<file path="config.mk">
export PLATFORM = sky130hd
export DESIGN_NAME = aes_block_loader
export DESIGN_NICKNAME = d
export VERILOG_FILES = /design/src/rtl/aes_block_loader.sv
export SDC_FILE = /design/constraint.sdc
export NUM_CORES = 1
export LEC_CHECK = 0
export CORE_ASPECT_RATIO = 0.6
export CORE_MARGIN = 2
export CORE_UTILIZATION = 30
export DETAILED_ROUTE_END_ITERATION = 10
export PLACE_DENSITY = 0.54
export SYNTH_ARGS = -nofsm -noshare
export SYNTH_HDL_FRONTEND = slang
export SYNTH_SLANG_ARGS = --single-unit
export TNS_END_PERCENT = 1
</file>
<file path="constraint.sdc">
create_clock -name clk -period 17.55 [get_ports clk]
set_clock_uncertainty 0.2 [all_clocks]
set_input_delay 2.6325 -clock clk [delete_from_list [all_inputs] [get_ports clk]]
set_output_delay 2.6325 -clock clk [all_outputs]
set_load 0.1 [all_outputs]
</file>
<file path="src/rtl/aes_block_loader.sv">
// aes_block_loader: valid/ready front-end that resets a byte-serial AES core, streams key and plaintext
// into it MSB first, waits RUN_CYCLES clocks and captures the ciphertext. Define AES_LOADER_CNT_EN for blk_count.
module aes_block_loader #(
    parameter int RUN_CYCLES = 800
) (
    input  logic         clk,
    input  logic         rst,
    input  logic         in_valid,
    output logic         in_ready,
    input  logic [127:0] key_in,
    input  logic [127:0] pt_in,
    output logic         core_rst,
    output logic [7:0]   key_byte,
    output logic [7:0]   msg_byte,
    input  logic [127:0] cipher_in,
    output logic         out_valid,
    input  logic         out_ready,
    output logic [127:0] ct_out
`ifdef AES_LOADER_CNT_EN
    ,
    output logic [15:0]  blk_count
`endif
);
    localparam int WCW = $clog2(RUN_CYCLES + 1);
    localparam logic [WCW-1:0] WAIT_LAST = WCW'(RUN_CYCLES - 1);

    typedef enum logic [2:0] {IDLE, CORE_RST, STREAM, WAIT, DONE} state_t;

    state_t         state;
    logic [127:0]   key_sr;
    logic [127:0]   pt_sr;
    logic [3:0]     byte_cnt;
    logic [WCW-1:0] wait_cnt;

    always_ff @(posedge clk or posedge rst) begin
        if (rst) begin
            state    <= IDLE;
            key_sr   <= '0;
            pt_sr    <= '0;
            byte_cnt <= '0;
            wait_cnt <= '0;
            ct_out   <= '0;
`ifdef AES_LOADER_CNT_EN
            blk_count <= '0;
`endif
        end else begin
            case (state)
                IDLE: begin
                    if (in_valid) begin
                        key_sr <= key_in;
                        pt_sr  <= pt_in;
                        state  <= CORE_RST;
                    end
                end
                CORE_RST: begin
                    byte_cnt <= '0;
                    wait_cnt <= '0;
                    state    <= STREAM;
                end
                STREAM: begin
                    key_sr   <= {key_sr[119:0], 8'h00};
                    pt_sr    <= {pt_sr[119:0], 8'h00};
                    byte_cnt <= byte_cnt + 4'd1;
                    if (byte_cnt == 4'd15) begin
                        state <= WAIT;
                    end
                end
                WAIT: begin
                    // Sample the core on the last of RUN_CYCLES wait clocks.
                    if (wait_cnt == WAIT_LAST) begin
                        ct_out <= cipher_in;
                        state  <= DONE;
                    end else begin
                        wait_cnt <= wait_cnt + 1'b1;
                    end
                end
                DONE: begin
                    if (out_ready) begin
                        key_sr <= '0;
                        pt_sr  <= '0;
                        state  <= IDLE;
`ifdef AES_LOADER_CNT_EN
                        blk_count <= blk_count + 16'd1;
`endif
                    end
                end
                default: state <= IDLE;
            endcase
        end
    end

    // All outputs decode registered state only; no path from in_valid or out_ready.
    assign in_ready  = (state == IDLE);
    assign out_valid = (state == DONE);
    assign core_rst  = (state == IDLE) || (state == CORE_RST);
    assign key_byte  = (state == STREAM) ? key_sr[127:120] : 8'h00;
    assign msg_byte  = (state == STREAM) ? pt_sr[127:120] : 8'h00;

endmodule

</file>
==> results.cfg, run 1 <==
[outcome]
outcome = finished, final reports clean

[finish]
instances_no_fill = 2805
final_nets = 2391
final_util = 0.4274
final_layout_size_suffix_gt1_frac = 0.1079
syn_to_final_growth_pct = 40.77
fillers = 5500

[hold_path]
hold_depth = 2
worstHoldStart = pt_sr[2]
hold_path.class = flip-flop to flip-flop
whs_endpoint = pt_sr[2]

[synth]
syn_nets = 1932
yosysUniqueCellTypes = 45
yosysWarnings = 0
ys_top_cells_by_area = dfrtp_1 57%, a221oi_1 12%, nor2_1 10%
synth.avg_cell_area_um2 = 11.32
syn-cell-area_um2 = 17460
ys_seq_elements = 401
synth_cells = 1542
synth_edf_count = 0
synth_top_area_frac = 0.5747
yosysTopAreaCell = dfrtp_1
synth_seq_area_share = 0.5747
synth_flop_cell = dfrtp_1
async_reset_ff_frac = 1.000

[clock_tree]
cts_root_buffer = clkbuf_16
post_cts_buffers = 0
cts_resized = 0
cts_tree = done
clkTransAtPathRegs_ns = 0.06
htree_num_levels = 2
clock_sinks = 401
worstSkewPairLatency_ns = 0.57
numCtsBuffers = 43
clock_path_buffers = 3
cts_hold_buf = 0

[die]
die_y_um = 190.9
start_util = 0.3036
die-area_um2 = 60210
ios = 535
fp.coreArea_um2 = 57520
fp.dieW_um = 315.5
rows = 68

[drt]
drtIter0Drc = 1092
drc_errors = 0
via_per_inst = 4.944
first_pass_iters = 5
finalWirelength_um = 57350
vias = 13870
ant_nets = 0
post_drt_wl_per_cell_um = 20.45

[worst_setup_path]
crit_chain = inv_2 > nor3_4 > buf_4 > and2_1 > clkdlybuf4s50_1
r2r_cells = 6
endpoint_kind = output port
cp_max_fo = 66
cpPeakStageDelay_ns = 1.14
required_ns = 14.72
reg2reg_slack_ns = 13.97
slowest_stage = clkdlybuf4s50_1
crit_type = flip-flop to output port
start_kind = flip-flop
critPathArrivalTime_ns = 3.68
path_buf_inv = 3
critPathTopFamily = buffers and inverters
worst_r2r_endpoint = pt_sr[8]
r2r-start = state[2]

[timing]
rsz0062_at_grt = no
setup_viol = 0
hold_viol_final = 0
fmax_mhz = 153.6
tightestPinTransition_ns = 1.230
finalMaxSlewViolations = 0
finalCritPeriodShare = 0.3709
holdWs_ns = 0.2677
tns_ns = 0
fin_crit_ns = 6.510
max-slew-margin-rel = 0.1798

[placement]
dpl.hpwl_um = 38410
gp_congestion = 0.7812
dp_cells = 2726
port_buffers = 534

[global_route]
grt_pass1_vias = 13800
antenna_found_initial = 9
grt_usage = 0.1844
grt_overflow_total = 0
grt_pass1_wl_um = 86090
grt_max_degree = 226

[run]
max_cap_viol_count = 0

[power]
leakagePower_uw = 0.01026
irDropWorstVdd_v = 0.0001501
power_density_nw_per_um2 = 153.3
-- cells by family after synthesis --
logic type	share of synthesized area
and+or+nand+nor	0.1359
AOI/OAI and AO/OA	0.1359
DFF	0.5747
adders and majority gates	0.001433
xor gates and xnor gates	0.0005017
muxes	0.1040
buffers and inverters	0.04758
-- routing by layer --
layer  share of wire  vias up  wire (um)  global-route usage
met4           0.021        6       1223             0.05286
li1                -     6455          -                   -
met3           0.065       81       3755             0.04883
met5         0.00070        -         40                   0
met1            0.44     6975      25440              0.2495
met2            0.47      352      26890              0.2905
-- layout by cell type (no fill, tap or decap), types with 2 or more instances in the layout --
cell	count
buf_12	3
diode_2	5
clkbuf_1	6
o31ai_1	3
clkbuf_16	43
a221oi_1	240
inv_6	4
nor3_1	4
and2_1	17
clkbuf_8	10
nor2b_1	2
bufinv_16	4
nand3_1	21
a211oi_1	2
mux2_4	100
o22ai_1	2
clkinv_2	5
o21ai_0	17
inv_1	2
nand4_1	3
ha_1	2
nor2_1	486
mux2_2	28
nand2_1	40
nand3b_1	2
dfrtp_1	401
clkdlybuf4s50_1	534
clkinvlp_4	2
a21oi_1	10
a31oi_1	3
buf_4	11
-- per-stage QoR --
stage               area [um^2]  setup WS, ns  total power [uW]
floorplan                 17460         3.565              2455
global placement          23140         11.67              2816
detailed placement        23140         11.65              2855
CTS                       24570         11.06              3816
global route              24570         10.91              4048
finish                    24580         11.04              3767
-- state kept, by name (all words and copies together), names as in the netlist --
| register | cells |
|---|---|
| key_sr | 128 |
| wait_cnt | 10 |
| state | 3 |
| pt_sr | 128 |
| byte_cnt | 4 |
| ct_out | 128 |
-- synth_stat cells (3+ instances only) --
cell type and number:
nand3_1 21, nand4_1 3, dfrtp_1 401, nand2_1 40, mux2_2 28, clkbuf_1 43
o31ai_1 3, a21oi_1 11, a221oi_1 240, and2_1 17, o21ai_0 17, nor3_1 4
a31oi_1 3, buf_12 13, inv_1 3, mux2_4 100, buf_4 3, nor2_1 486
buf_1 8, buf_2 66
-- where the power goes --
part / leakage, uW / total, uW / switching (uW) / internal, uW
logic: 0.00459 / 1380 / 888 / 494
clock network: 0.000703 / 938 / 387 / 552
registers: 0.00497 / 1450 / 195 / 1250
-- worst register-to-register path, stage by stage (launching register included) --
cell      delay (ns)
dfrtp_1         0.74
o21bai_1        0.29
a21o_4          0.52
buf_4           0.63
buf_4           0.83
a221oi_1        0.18
nor2_1          0.13
-- final cells by class --
class                      instances  area [um^2]  share of cell area
clock inverter                    15        195.2            0.007941
tap                              770        963.4             0.03920
sequential                       401        10030              0.4082
clock buffer                      59         1236             0.05029
multi-input combinational       1003         6628              0.2696
antenna                            5        12.51           0.0005090
inverter                           4        22.52           0.0009163
timing repair buffer             548         5488              0.2233
-- worst max path at each step --
stage,start,end,cells after the start
after floorplan,rst,byte_cnt[0],1
after global placement,in_valid,pt_sr[18],7
after detailed placement,in_valid,key_sr[59],7
after CTS,state[1],key_byte[7],5
after global routing,state[1],key_byte[7],5
final,state[1],key_byte[7],5
Power figures use the tool's default switching activity.
==> run 2: changes to the inputs <==
clock period = 6.8 ns   (was 17.55 ns; I/O delays follow)
==> results.cfg, run 2 (synthesized netlist as in run 1, its figures left out) <==
[power]
leakagePower_uw = 0.01027
irDropWorstVdd_v = 0.0003498
totalPowerFinal_uw = 9771
power_density_nw_per_um2 = 396.6

[drt]
finalWirelength_um = 56600
via_per_inst = 4.930
vias = 13850
ant_nets = 0
post_drt_wl_per_cell_um = 20.14
drtIter0Drc = 1012
drc_errors = 0
first_pass_iters = 5

[finish]
mostFrequentLayoutCell = clkdlybuf4s50_1
syn_to_final_growth_pct = 41.11
seq_area_um2 = 10030
final_layout_size_suffix_gt1_frac = 0.1049
fillers = 5463
final_util = 0.4284
final_nets = 2392
reg.largest.list = ct_out (128), key_sr (128), pt_sr (128)
multi_input_area_um2 = 6628
final_cell_mix = 534 x clkdlybuf4s50_1, 486 x nor2_1, 401 x dfrtp_1

[placement]
gp_congestion = 0.8107
dpl.hpwl_um = 37680
port_buffers = 534

[die]
start_util = 0.3036
fp.coreArea_um2 = 57520
fp.dieW_um = 315.5
ios = 535
die-area_um2 = 60210
die_y_um = 190.9
rows = 68

[clock_tree]
worstSkewPairLatency_ns = 0.56
cts_resized = 0
htree_num_levels = 2
clkTransAtPathRegs_ns = 0.06
clock_path_buffers = 3
cts_tree = done
numCtsBuffers = 44
cts_hold_buf = 0
cts_root_buffer = clkbuf_16
post_cts_buffers = 0
clock_sinks = 401

[worst_setup_path]
cpPeakStageDelay_ns = 1.14
cp_max_fo = 82
crit_chain = inv_2 > nor3_4 > buf_4 > and2_1 > clkdlybuf4s50_1
slowest_stage = clkdlybuf4s50_1
required_ns = 5.58
critPathArrivalTime_ns = 3.73
crit_type = flip-flop to output port
critPathTopFamily = buffers and inverters
endpoint_kind = output port
reg2reg_slack_ns = 3.20
path_buf_inv = 3
start_kind = flip-flop

[global_route]
grt_usage = 0.1837
grt_overflow_total = 0
grt_pass1_vias = 13970
grt_pass1_wl_um = 86330
grt_max_degree = 189
antenna_found_initial = 14

[timing]
fin_crit_ns = 4.950
hold_viol_final = 0
tightestPinTransition_ns = 1.123
max-slew-margin-rel = 0.2510
fmax_mhz = 202.0
setup_viol = 0
rsz0062_at_grt = no
finalMaxSlewViolations = 0
finalCritPeriodShare = 0.7280
tns_ns = 0

[run]
max_cap_viol_count = 0

[outcome]
outcome = finished, final reports clean

[hold_path]
hold_path.class = flip-flop to flip-flop
## run 2: final cells by class
| type | instances | share of cell area |
|---|---|---|
| diodes | 9 | 0.0009141 |
| clock inverters | 8 | 0.005992 |
| repair buffers | 548 | 0.2243 |
| flip-flops and latches | 401 | 0.4073 |
| well taps | 770 | 0.03910 |
| inverters | 4 | 0.0007617 |
| multi-input cells | 1003 | 0.2690 |
| clock buffers | 67 | 0.05271 |
## run 2: worst paths after layout
path                            cells past startpoint      start     endpoint
worst max-delay path                                5   state[1]  key_byte[5]
max in group asynchronous                           3        rst    key_sr[3]
worst min-delay path                                2  key_sr[1]    key_sr[1]
min in group asynchronous                           2        rst  key_sr[100]
worst max register to register                      7   state[1]   key_sr[85]
worst min register to register                      2  key_sr[1]    key_sr[1]
## run 2: per-layer routing
layer  vias to the layer above  share of wire  GRT usage
li1                       6449              -          -
met1                      6965           0.43     0.2416
met2                       360           0.48     0.2997
met3                        74          0.065    0.04796
met4                         6          0.018    0.04958
met5                         -        0.00072          0
## run 2: tightest hold or removal path, stage by stage (launching register included)
cell	delay, ns
dfrtp_1	0.34
nand2_1	0.05
nand2_1	0.05
## run 2: power breakdown
| part | internal, uW | total [uW] | leakage (uW) | switching (uW) |
|---|---|---|---|---|
| registers | 3230 | 3750 | 0.00497 | 516 |
| logic | 1290 | 3570 | 0.00460 | 2290 |
| clock network | 1460 | 2450 | 0.000708 | 987 |
## run 2: stage by stage
| step | worst slack [ns] | hold slack (ns) | cells | cell area (um^2) |
|---|---|---|---|---|
| 4_1_cts | 1.825 | 0.2702 | 2801 | 24620 |
| 3_5_place_dp | 2.454 | 0.2578 | 2726 | 23170 |
| 6_report | 1.850 | 0.2658 | 2810 | 24640 |
| 2_1_floorplan | 0.1802 | 0.2398 | 1542 | 17460 |
| 5_1_grt | 1.659 | 0.2887 | 2807 | 24630 |
| 3_3_place_gp | 2.548 | 0.2510 | 2726 | 23170 |
